$ cat config.mk
export PLATFORM = sky130hd
export DESIGN_NAME = addsub_arb
export DESIGN_NICKNAME = d
export VERILOG_FILES = /design/src/rtl/addsub_pkg.sv /design/src/rtl/addsub_core.sv /design/src/rtl/addsub_arb.sv
export SDC_FILE = /design/constraint.sdc
export NUM_CORES = 1
export LEC_CHECK = 0
export BUFFER_PORTS_ARGS = -buffer_cell sky130_fd_sc_hd__buf_2
export CAP_MARGIN = 5
export CORE_ASPECT_RATIO = 1.1
export CORE_MARGIN = 3
export CORE_UTILIZATION = 40
export CTS_BUF_LIST = sky130_fd_sc_hd__clkbuf_8
export DETAILED_ROUTE_END_ITERATION = 8
export GPL_ROUTABILITY_DRIVEN = 0
export GPL_TIMING_DRIVEN = 1
export PLACE_DENSITY_LB_ADDON = 0.1
export SLEW_MARGIN = 25
export SYNTH_ARGS = -nofsm -noshare
export SYNTH_HDL_FRONTEND = slang
export SYNTH_SLANG_ARGS = --single-unit
$ cat constraint.sdc
create_clock -name clk -period 2.6 [get_ports clk]
set_input_delay 0.13 -clock clk [delete_from_list [all_inputs] [get_ports clk]]
set_output_delay 0.13 -clock clk [all_outputs]
set_load 0.005 [all_outputs]
$ cat src/rtl/addsub_pkg.sv
// Shared types for the add/subtract arbiter: FSM state encoding and op codes.
package addsub_pkg;

  typedef enum logic [1:0] {
    IDLE = 2'd0,
    EXEC = 2'd1,
    RESP = 2'd2
  } state_e;

  localparam logic ADD = 1'b0;
  localparam logic SUB = 1'b1;

endpackage

$ cat src/rtl/addsub_core.sv
// Registered W-bit add/subtract producing a W+1 bit result; clear wins over enable.
module addsub_core
  import addsub_pkg::*;
#(
  parameter int W = 8
) (
  input  logic         clk,
  input  logic         clr_i,
  input  logic         en_i,
  input  logic [W-1:0] a_i,
  input  logic [W-1:0] b_i,
  input  logic         sub_i,
  input  logic         cin_i,
  output logic [W:0]   sum_o
);

  logic [W:0] sum_q;

  // Subtract wraps modulo 2^(W+1); carry-in only participates in add.
  function automatic logic [W:0] addsub_f(input logic [W-1:0] a, input logic [W-1:0] b,
                                          input logic sub, input logic cin);
    if (sub == SUB) return {1'b0, a} - {1'b0, b};
    return {1'b0, a} + {1'b0, b} + {{W{1'b0}}, cin};
  endfunction

  always_ff @(posedge clk) begin
    if (clr_i)     sum_q <= '0;
    else if (en_i) sum_q <= addsub_f(a_i, b_i, sub_i, cin_i);
  end

  assign sum_o = sum_q;

endmodule

$ cat src/rtl/addsub_arb.sv
// Round-robin arbiter in front of a single shared add/subtract unit, one op in flight.
// Optional sticky-grant lock enabled by defining ADDSUB_ARB_LOCK_EN.
module addsub_arb
  import addsub_pkg::*;
#(
  parameter int NREQ = 4,
  parameter int W    = 8
) (
  input  logic                      clk,
  input  logic                      reset,
  input  logic [NREQ-1:0]           req_valid,
  output logic [NREQ-1:0]           req_ready,
  input  logic [NREQ*W-1:0]         req_a,
  input  logic [NREQ*W-1:0]         req_b,
  input  logic [NREQ-1:0]           req_sub,
  input  logic [NREQ-1:0]           req_cin,
`ifdef ADDSUB_ARB_LOCK_EN
  input  logic [NREQ-1:0]           req_lock,
`endif
  output logic                      rsp_valid,
  input  logic                      rsp_ready,
  output logic [$clog2(NREQ)-1:0]   rsp_id,
  output logic [W:0]                rsp_sum,
  output logic                      busy
);

  localparam int IDW = $clog2(NREQ);

  state_e         state_q, state_d;
  logic [IDW-1:0] ptr_q, id_q, rr_idx, gnt_idx;
  logic           rr_any, gnt_any, lock_hit, accept, core_en;
  logic [W-1:0]   a_q, b_q;
  logic           sub_q, cin_q;
  logic [W-1:0]   a_arr [NREQ];
  logic [W-1:0]   b_arr [NREQ];
  int             j;

  for (genvar g = 0; g < NREQ; g++) begin : g_unpack
    assign a_arr[g] = req_a[g*W +: W];
    assign b_arr[g] = req_b[g*W +: W];
  end

  // Scan from highest offset down so the lowest offset from the pointer wins.
  always_comb begin
    rr_any = 1'b0;
    rr_idx = '0;
    j      = 0;
    for (int k = NREQ - 1; k >= 0; k--) begin
      j = int'(ptr_q) + k;
      if (j >= NREQ) j = j - NREQ;
      if (req_valid[IDW'(j)]) begin
        rr_any = 1'b1;
        rr_idx = IDW'(j);
      end
    end
  end

`ifdef ADDSUB_ARB_LOCK_EN
  logic lock_q;

  assign lock_hit = lock_q && req_valid[id_q];

  // A locked owner that stops requesting in IDLE gives the lock up.
  always_ff @(posedge clk) begin
    if (reset)                               lock_q <= 1'b0;
    else if (accept)                         lock_q <= req_lock[gnt_idx];
    else if (state_q == IDLE && !lock_hit)   lock_q <= 1'b0;
  end
`else
  assign lock_hit = 1'b0;
`endif

  assign gnt_idx = lock_hit ? id_q : rr_idx;
  assign gnt_any = lock_hit | rr_any;
  assign accept  = |req_ready;

  always_ff @(posedge clk) begin
    if (reset) state_q <= IDLE;
    else       state_q <= state_d;
  end

  always_comb begin
    state_d = state_q;
    case (state_q)
      IDLE:    if (accept) state_d = EXEC;
      EXEC:    state_d = RESP;
      RESP:    if (rsp_ready) state_d = IDLE;
      default: state_d = IDLE;
    endcase
  end

  always_comb begin
    req_ready = '0;
    busy      = 1'b1;
    rsp_valid = 1'b0;
    core_en   = 1'b0;
    case (state_q)
      IDLE: begin
        busy = 1'b0;
        if (gnt_any && !reset) req_ready[gnt_idx] = 1'b1;
      end
      EXEC:    core_en   = 1'b1;
      RESP:    rsp_valid = 1'b1;
      default: busy      = 1'b0;
    endcase
  end

  // Locked re-grants leave the rotation pointer where it was.
  always_ff @(posedge clk) begin
    if (reset) begin
      ptr_q <= '0;
      id_q  <= '0;
    end else if (accept) begin
      id_q <= gnt_idx;
      if (!lock_hit) ptr_q <= (int'(gnt_idx) == NREQ - 1) ? '0 : gnt_idx + 1'b1;
    end
  end

  always_ff @(posedge clk) begin
    if (accept) begin
      a_q   <= a_arr[gnt_idx];
      b_q   <= b_arr[gnt_idx];
      sub_q <= req_sub[gnt_idx];
      cin_q <= req_cin[gnt_idx];
    end
  end

  addsub_core #(.W(W)) u_core (
    .clk   (clk),
    .clr_i (reset),
    .en_i  (core_en),
    .a_i   (a_q),
    .b_i   (b_q),
    .sub_i (sub_q),
    .cin_i (cin_q),
    .sum_o (rsp_sum)
  );

  assign rsp_id = id_q;

endmodule

==> results of run 1 <==
## worst min-delay path: stages
cell and delay [ps]:
buf_2 70, nor2b_1 60, o32ai_1 110
## final cells by class
class                   count  share of cell area
flip-flops and latches     33               0.253
clock buffers               5              0.0207
repair buffers            100               0.155
well taps                  80              0.0302
inverters                  30              0.0347
clock inverters             3              0.0124
multi-input cells         195               0.494
## where the power goes
group          switching (mW)  internal [mW]
Clock                   0.188          0.282
Combinational           0.949          0.860
Sequential              0.128          0.798
Total                    1.27           1.94
## routing by layer
metal | wire length [µm] | share of wire | GRT usage | vias up
met5 | 0 | 0 | 0 | -
met4 | 69 | 0.013 | 0.0396 | 0
met3 | 432 | 0.081 | 0.0386 | 7
met2 | 2270 | 0.42 | 0.226 | 83
met1 | 2590 | 0.48 | 0.200 | 946
li1 | - | - | - | 1156
## registers in the layout, summed over array words and instances, names as in the netlist
register and count:
u_core.sum_o 9, a_q 8, b_q 8, ptr_q 2
rsp_id 2, state_q 2, cin_q 1, sub_q 1
## logic make-up after synthesis
logic type,share of synthesized area
AOI/OAI and AO/OA,0.137
and+or+nand+nor,0.119
muxes,0.223
adders and majority gates,0.115
DFF,0.311
xor gates and xnor gates,0.0130
buffers and inverters,0.0824
## path summary, 6_finish.rpt
| kind | slack [ps] | cells after the start | to |
|---|---|---|---|
| max | 310 | 7 | a_q[0]$_DFFE_PP_ |
| min | 130 | 3 | state_q[0]$_SDFFE_PP0P_ |
| max reg2reg | 310 | 7 | a_q[0]$_DFFE_PP_ |
| min reg2reg | 470 | 2 | rsp_id[1]$_SDFFE_PP0P_ |
## layout by cell type, fill, tap and decap left out, types with 2 or more instances in the layout
master      n
clkbuf_8    5
buf_4       5
nand2b_1    8
mux2i_1    59
dfxtp_1    15
a221oi_1    2
nor3_1      3
nand2_1     9
xnor2_1     3
edfxtp_1   18
a311o_1     2
nor2b_1     6
nor2_1     21
nor3b_1     2
a211o_1     2
nand3b_1    2
buf_2      95
o21bai_1    5
a211oi_1    6
a311oi_1    2
o21ai_1     2
ha_1       20
a31oi_1     2
inv_1      28
fa_1        3
a21oi_1     8
o21ai_0     3
a2111oi_0   4
## per-stage QoR
step	setup slack, ps	instances	power (mW)	utilization
3_3_place_gp	365	438	2.74	0.506
5_1_grt	124	446	3.53	0.523
3_5_place_dp	341	438	2.76	0.506
4_1_cts	296	446	3.25	0.523
6_report	312	446	3.21	0.523
2_1_floorplan	208	271	2.38	-
==> results.md, run 1 <==
- Status: completed
- Post-synthesis register bit count: 33
- F_max: 437 MHz
- Synth-to-layout area growth: 22.8%
- Worst Path Arrival: 2230 ps
- Syn Nets: 373
- P_leak: 1.57 nW
- Layout cells sized above 1: 0.317
- Post-synth EDFFs: 18
- Width of the die: 84.4 µm
- Worst setup SP type: flop
- Least-Margin Pin Slew: ~640 ps
- Post-route ant nets: 0
- Setup crit start: ptr_q[1]$_SDFFE_PP0P_
- Rel. slew slack: 0.572
- I/O pin cnt: 96
- Effective utilization at floorplan: 0.426
- Synth Warn #: 0
- Total CTS buffers: 5
- Buffers on Ports: 95
- First-iteration detailed-routing DRC count: 82
- Synth area leaders: mux2i_1 22%, edfxtp_1 20%, dfxtp_1 11%
- Fin crit share: 0.880
- Setup_tns: 0 ps
- Die area: 7780 µm²
- Residual DRC count: 0
- Worst Path Max Fanout: 18
- Hold Violations, Final: 0
- Total setup buffers inserted after CTS: 0
- Vias: 2,192
- HP Start: rsp_ready
- Final instance area: roughly 3300 µm²
- Root Driver: clkbuf_8
- Max-slew violation count: 0
- # rows: 30
- Top FF cell, synth: edfxtp_1
- Mapped Area: 2700 µm²
- Most frequent cell after synthesis: mux2i_1
- Crit Path Category: flop to flop
- Cell taking the most area after synthesis: mux2i_1
- Register area: about 840 µm²
- Nets: 467
- Sequential area share after synthesis: 0.311
- Clock transition at path regs: 70 ps
- CP peak stage delay: between 300 and 400 ps
- Routed WL per cell: 12.0 µm
- GRT overflow: 0
- # fillers: ~620
- Synth top area share: 0.219
- GR Util All Layers: 0.146
- Die height: 92.2 µm
- Clock Latency Late Sink: 280 ps
- WHS: between 100 and 150 ps
- Worst vdd ir: approximately 0.43 mV
- Worst hold path class: primary input to flop
- Routed vias/inst: around 4.9
- Crit. End Element: flop
- Average cell area after synthesis: 9.97 µm²
- Post-synth top cells: 59 x mux2i_1, 28 x inv_1, 21 x nor2_1, 20 x ha_1, 18 x edfxtp_1
- H-tree Lvls: 2
- Placed cell area: 3210 µm²
- Antenna cells: 0
- # setup viols final: 0
- Antenna violations before repair: 0
- Post-cts resize count: 0
- Final WL: 5360 µm
- CTS Buffer Depth: 2
- Total of max-cap violations: 0
- CORE AREA: 6340 µm²
- Critical path, cell by cell: nand2_1 -> a311oi_2 -> or2_4 -> inv_4 -> ha_1 -> o31ai_4 -> inv_1
- Area of the multi-input gates: 1640 µm²
- Hold buffers post-CTS: 0
- Worst r2r src: ptr_q[1]$_SDFFE_PP0P_
- First-pass GRT wire length: 9400 µm
- Post-synth cell types: between 50 and 60
- Clock Sinks: 33
- RSZ-0062 raised after global routing: no
- CTS tree: built
- Detailed Place HPWL: 4460 µm
- Family with the most delay on the worst path: compound AO/OA/AOI/OAI gates
- Critical-path top delay cell: dfxtp_1
- Clk_skew: around 4.7 ps
- Async set-reset flop share out of synthesis: 0
- Largest net degree at the start of global routing: 38
- WP buf/inv: 2
- Pwr/cell area: 966 nW/µm²
- Critical path required time: 2540 ps
- Number of global-route vias before repair: around 2.1k
- Mapped Cells: 271
- Detailed Routing Iterations Pass 1: 4
- Min Tclk post-route: about 2300 ps
Power figures use the tool's default switching activity.
==> run 2, diff against run 1 <==
--- a/config.mk
+++ b/config.mk
@@ -10,7 +10,7 @@
 export CORE_ASPECT_RATIO = 1.1
 export CORE_MARGIN = 3
 export CORE_UTILIZATION = 40
-export CTS_BUF_LIST = sky130_fd_sc_hd__clkbuf_8
+export CTS_BUF_LIST = sky130_fd_sc_hd__clkbuf_16
 export DETAILED_ROUTE_END_ITERATION = 8
 export GPL_ROUTABILITY_DRIVEN = 0
 export GPL_TIMING_DRIVEN = 1
==> results.md, run 2 (same netlist as run 1, synthesis figures left out) <==
- Status: completed
- Crit Reg-Reg Endpoint: a_q[0]$_DFFE_PP_
- Antenna violations before repair: 0
- Worst r2r src: ptr_q[1]$_SDFFE_PP0P_
- Crit Path Category: flop to flop
- Worst reg2reg path depth: 7
- CTS Buffer Depth: 2
- Clk pwr share: 0.193
- Effective utilization at floorplan: 0.426
- H-tree Lvls: 2
- Worst Path Arrival: 2220 ps
- Synth-to-layout area growth: 24.9%
- Critical-path top delay cell: dfxtp_1
- Hold Violations, Final: 0
- Combinational share of power: 0.534
- GR Util All Layers: 0.147
- Commonest non-fill, non-tap cell in the layout: buf_2
- P_leak: 1.60 nW
- Least-Margin Pin Slew: roughly 650 ps
- # setup viols final: 0
- Nets: around 470
- Sequential share of power: 0.274
- Most frequent cells in the layout: 95 x buf_2, 59 x mux2i_1, 28 x inv_1
- Largest net degree at the start of global routing: 38
- Max reg flops: 9
- Root Driver: clkbuf_16
- HP Start: rsp_ready
- Vias: 2,197
- Worst Path Max Fanout: 18
- I/O pin cnt: 96
- Worst hold path class: primary input to flop
- Width of the die: 84.4 µm
- Finished Core Util: 0.532
- First-iteration detailed-routing DRC count: 112
- CORE AREA: roughly 6300 µm²
- Clock transition at path regs: ~50 ps
- RSZ-0062 raised after global routing: no
- Max-slew violation count: 0
- Post-cts resize count: 0
- Crit. End Element: flop
- Worst Hold Path EP: state_q[0]$_SDFFE_PP0P_
- Fin crit share: 0.878
- Die height: 92.2 µm
- Setup_tns: 0 ps
- Psw: 1.29 mW
- Switching share of power: 0.379
- Clock Latency Late Sink: 270 ps
- Hold buffers post-CTS: 0
- Layout cells sized above 1: 0.317
- Critical path, cell by cell: nand2_1 -> a311oi_2 -> or2_4 -> inv_4 -> ha_1 -> o31ai_4 -> inv_1
- Rel. slew slack: 0.565
- Die area: 7780 µm²
- Detailed Routing Iterations Pass 1: 4
- Residual DRC count: 0
- CTS tree: built
- Routed WL per cell: about 12 µm
- Clk_skew: about 3 ps
- GRT overflow: 0
- Total CTS buffers: 5
- Internal: 2.11 mW
- Detailed Place HPWL: 4460 µm
- Number of global-route vias before repair: 2,109
- Routed vias/inst: about 4.9
- Clock Sinks: 33
- Worst vdd ir: 0.539 mV
- Antenna cells: 0
- CP peak stage delay: 390 ps
- Post-route ant nets: 0
- # rows: 30
- FF-to-FF setup slack: between 300 and 400 ps
- Worst setup SP type: flop
- Worst hold stages: 3
- First-pass GRT wire length: 9450 µm
- Pwr/cell area: 1010 nW/µm²
- Critical path required time: 2530 ps
- Buffers on Ports: 95
- F_max: ~440 MHz
- Total setup buffers inserted after CTS: 0
- Total of max-cap violations: 0
- Final WL: around 5400 µm
- Min Tclk post-route: between 2000 and 2500 ps
==> run 2: cell count changes in the layout (fill, tap and decap cells not counted) <==
cell,before,now
clkbuf_8,5,0
clkbuf_16,0,5
==> run 2: layout make-up <==
class | count | area [µm²]
fillers | 606 | 2970
multi-input cells | 195 | 1640
flip-flops and latches | 33 | 841
repair buffers | 100 | 513
clock buffers | 5 | 125
inverters | 30 | 115
well taps | 80 | 100
clock inverters | 3 | 41.3
==> run 2: power groups by stage <==
stage	logic, mW	clock network, mW	registers (mW)
2_1_floorplan	1.47	0	0.906
3_3_place_gp	1.81	0	0.934
3_5_place_dp	1.83	0	0.939
4_1_cts	1.84	0.674	0.931
5_1_grt	2.06	0.710	0.958
6_report	1.81	0.655	0.928
==> run 2: per-stage QoR <==
stage	area, µm²	cells	total power, mW	setup slack (ps)	hold slack (ps)
floorplan	2700	271	2.38	208	312
global placement	3210	438	2.74	365	425
detailed placement	3210	438	2.76	341	423
CTS	3370	446	3.44	301	136
global route	3370	446	3.72	127	148
finish	3370	446	3.39	316	140
==> run 2: how the worst max path moves through the flow <==
| stage | start | endpoint | slack (ps) | cells after the start |
|---|---|---|---|---|
| 6_report | ptr_q[1]$_SDFFE_PP0P_ | a_q[0]$_DFFE_PP_ | 320 | 7 |
| 4_1_cts | ptr_q[1]$_SDFFE_PP0P_ | sub_q$_DFFE_PP_ | 300 | 7 |
| 3_5_place_dp | ptr_q[1]$_SDFFE_PP0P_ | b_q[0]$_DFFE_PP_ | 340 | 7 |
| 3_3_place_gp | ptr_q[1]$_SDFFE_PP0P_ | b_q[0]$_DFFE_PP_ | 370 | 7 |
| 2_1_floorplan | ptr_q[1]$_SDFFE_PP0P_ | a_q[0]$_DFFE_PP_ | 210 | 9 |
| 5_1_grt | ptr_q[1]$_SDFFE_PP0P_ | sub_q$_DFFE_PP_ | 130 | 7 |
==> run 2: critical path: cells and delay by family (launching register included) <==
family,cells,cell delay [ps]
AO/OA/AOI/OAI,2,640
flip-flops,1,390
buffers and inverters,2,360
AND/OR/NAND/NOR,2,310
adder cells (fa/ha/maj),1,240
==> run 2: metal layers <==
layer / part of all wire / global-route usage
met1: 0.48 / 0.202
met2: 0.43 / 0.225
met3: 0.082 / 0.0422
met4: 0.011 / 0.0422
met5: 0 / 0
==> run 3, diff against run 2 <==
==> constraint.sdc (replaced) <==
create_clock -name clk -period 2.6 [get_ports clk]
set_input_delay 0.39 -clock clk [delete_from_list [all_inputs] [get_ports clk]]
set_output_delay 0.39 -clock clk [all_outputs]
set_load 0.005 [all_outputs]
==> results.md, run 3 (same netlist as run 1, synthesis figures left out) <==
- # fillers: 609
- Total CTS buffers: 5
- Post-route ant nets: 0
- Final WL: around 5400 µm
- Worst Path Arrival: 1980 ps
- Max reg flops: 9
- Buffers on Ports: 95
- Met1 GRT Util: 0.199
- Pwr/cell area: 1010 nW/µm²
- # rows: 30
- Total setup buffers inserted after CTS: 0
- Finished Core Util: 0.530
- Fin crit share: 0.911
- F_max: roughly 420 MHz
- Post-cts resize count: 0
- # setup viols final: 0
- Residual DRC count: 0
- Grt peak-use layer: met2
- First-iteration detailed-routing DRC count: 99
- Width of the die: around 84 µm
- Rel. slew slack: 0.539
- I/O pin cnt: 96
- Commonest non-fill, non-tap cell in the layout: buf_2
- Root Driver: clkbuf_16
- Hold buffers post-CTS: 0
- Met3 GRT Util: 0.0332
- Worst Path Max Fanout: 37
- Min Tclk post-route: around 2400 ps
- Area of the multi-input gates: 1640 µm²
- First-pass GRT wire length: about 9100 µm
- RSZ-0062 raised after global routing: no
- Setup crit start: ptr_q[0]$_SDFFE_PP0P_
- Worst setup SP type: flop
- Worst r2r src: ptr_q[1]$_SDFFE_PP0P_
- Number of global-route vias before repair: 2,015
- Critical path required time: 2210 ps
- Die area: 7780 µm²
- Clock transition at path regs: 60 ps
- GR Util All Layers: 0.140
- Crit. End Element: output port
- P_leak: 1.60 nW
- Largest net degree at the start of global routing: 38
- Met2 Use GR: 0.214
- Crit Path Category: flop to output port
- Clk_skew: 6.06 ps
- Layout cells sized above 1: 0.312
- Detailed Routing Iterations Pass 1: 4
- Placement Setup Slack: 252 ps
- Routed WL per cell: approximately 12 µm
- Synth-to-layout area growth: 24.4%
- Hold Violations, Final: 0
- Die height: roughly 92 µm
- H-tree Lvls: 2
- CORE AREA: 6340 µm²
- Least-Margin Pin Slew: 691 ps
- Vias: 2,213
- Total of max-cap violations: 0
- CTS Buffer Depth: 2
- WHS: 456 ps
- Detailed Place HPWL: 4450 µm
- Clock Latency Late Sink: 280 ps
- Status: completed
- CTS tree: built
- Max-slew violation count: 0
- Antenna violations before repair: 0
- Antenna cells: 0
- Most frequent cells in the layout: 95 x buf_2, 59 x mux2i_1, 29 x inv_1
- GRT overflow: 0
- Nets: 466
- Clock Sinks: 33
- Setup_tns: 0 ps
- Worst vdd ir: 0.371 mV
- HP Start: rsp_ready
- Register area: ~840 µm²
- Worst setup margin: 231 ps
- Worst hold path class: primary input to flop
- Effective utilization at floorplan: 0.426
- Routed vias/inst: 4.97
## run 3: critical path, stage by stage, from the launching register on
cell,delay (ps)
dfxtp_1,390
nand2b_1,150
a21oi_1,110
or2_4,300
inv_4,60
buf_4,450
nor2_1,90
buf_2,140
## run 3: metal layers
metal	routed length [µm]	part of all wire
met5	0	0
met3	378	0.070
met2	2290	0.42
met1	2670	0.49
met4	65	0.012
## run 3: cell type report
cell class,instances,share of cell area
well taps,80,0.0298
repair buffers,99,0.150
flip-flops and latches,33,0.250
clock inverters,3,0.0112
clock buffers,5,0.0372
multi-input cells,195,0.487
inverters,30,0.0342
## run 3: stage by stage
stage / instances / total power, mW / cell area [µm²]
2_1_floorplan: 271 / 2.38 / 2700
3_3_place_gp: 437 / 2.73 / 3200
3_5_place_dp: 437 / 2.76 / 3200
4_1_cts: 445 / 3.42 / 3360
5_1_grt: 445 / 3.68 / 3360
6_report: 445 / 3.38 / 3360
## run 3: power breakdown
group	switching, mW	total, mW	internal, mW
clock	0.205	0.650	0.445
sequential	0.133	0.930	0.798
combinational	0.946	1.80	0.854
total	1.28	3.38	2.10
## run 3: path summary, 6_finish.rpt
| kind | to | slack, ps | depth (start not counted) |
|---|---|---|---|
| hold / removal | state_q[0]$_SDFFE_PP0P_ | 460 | 3 |
| setup reg to reg | b_q[1]$_DFFE_PP_ | 370 | 8 |
| hold reg to reg | rsp_id[1]$_SDFFE_PP0P_ | 470 | 2 |
| setup / recovery | req_ready[0] | 230 | 7 |
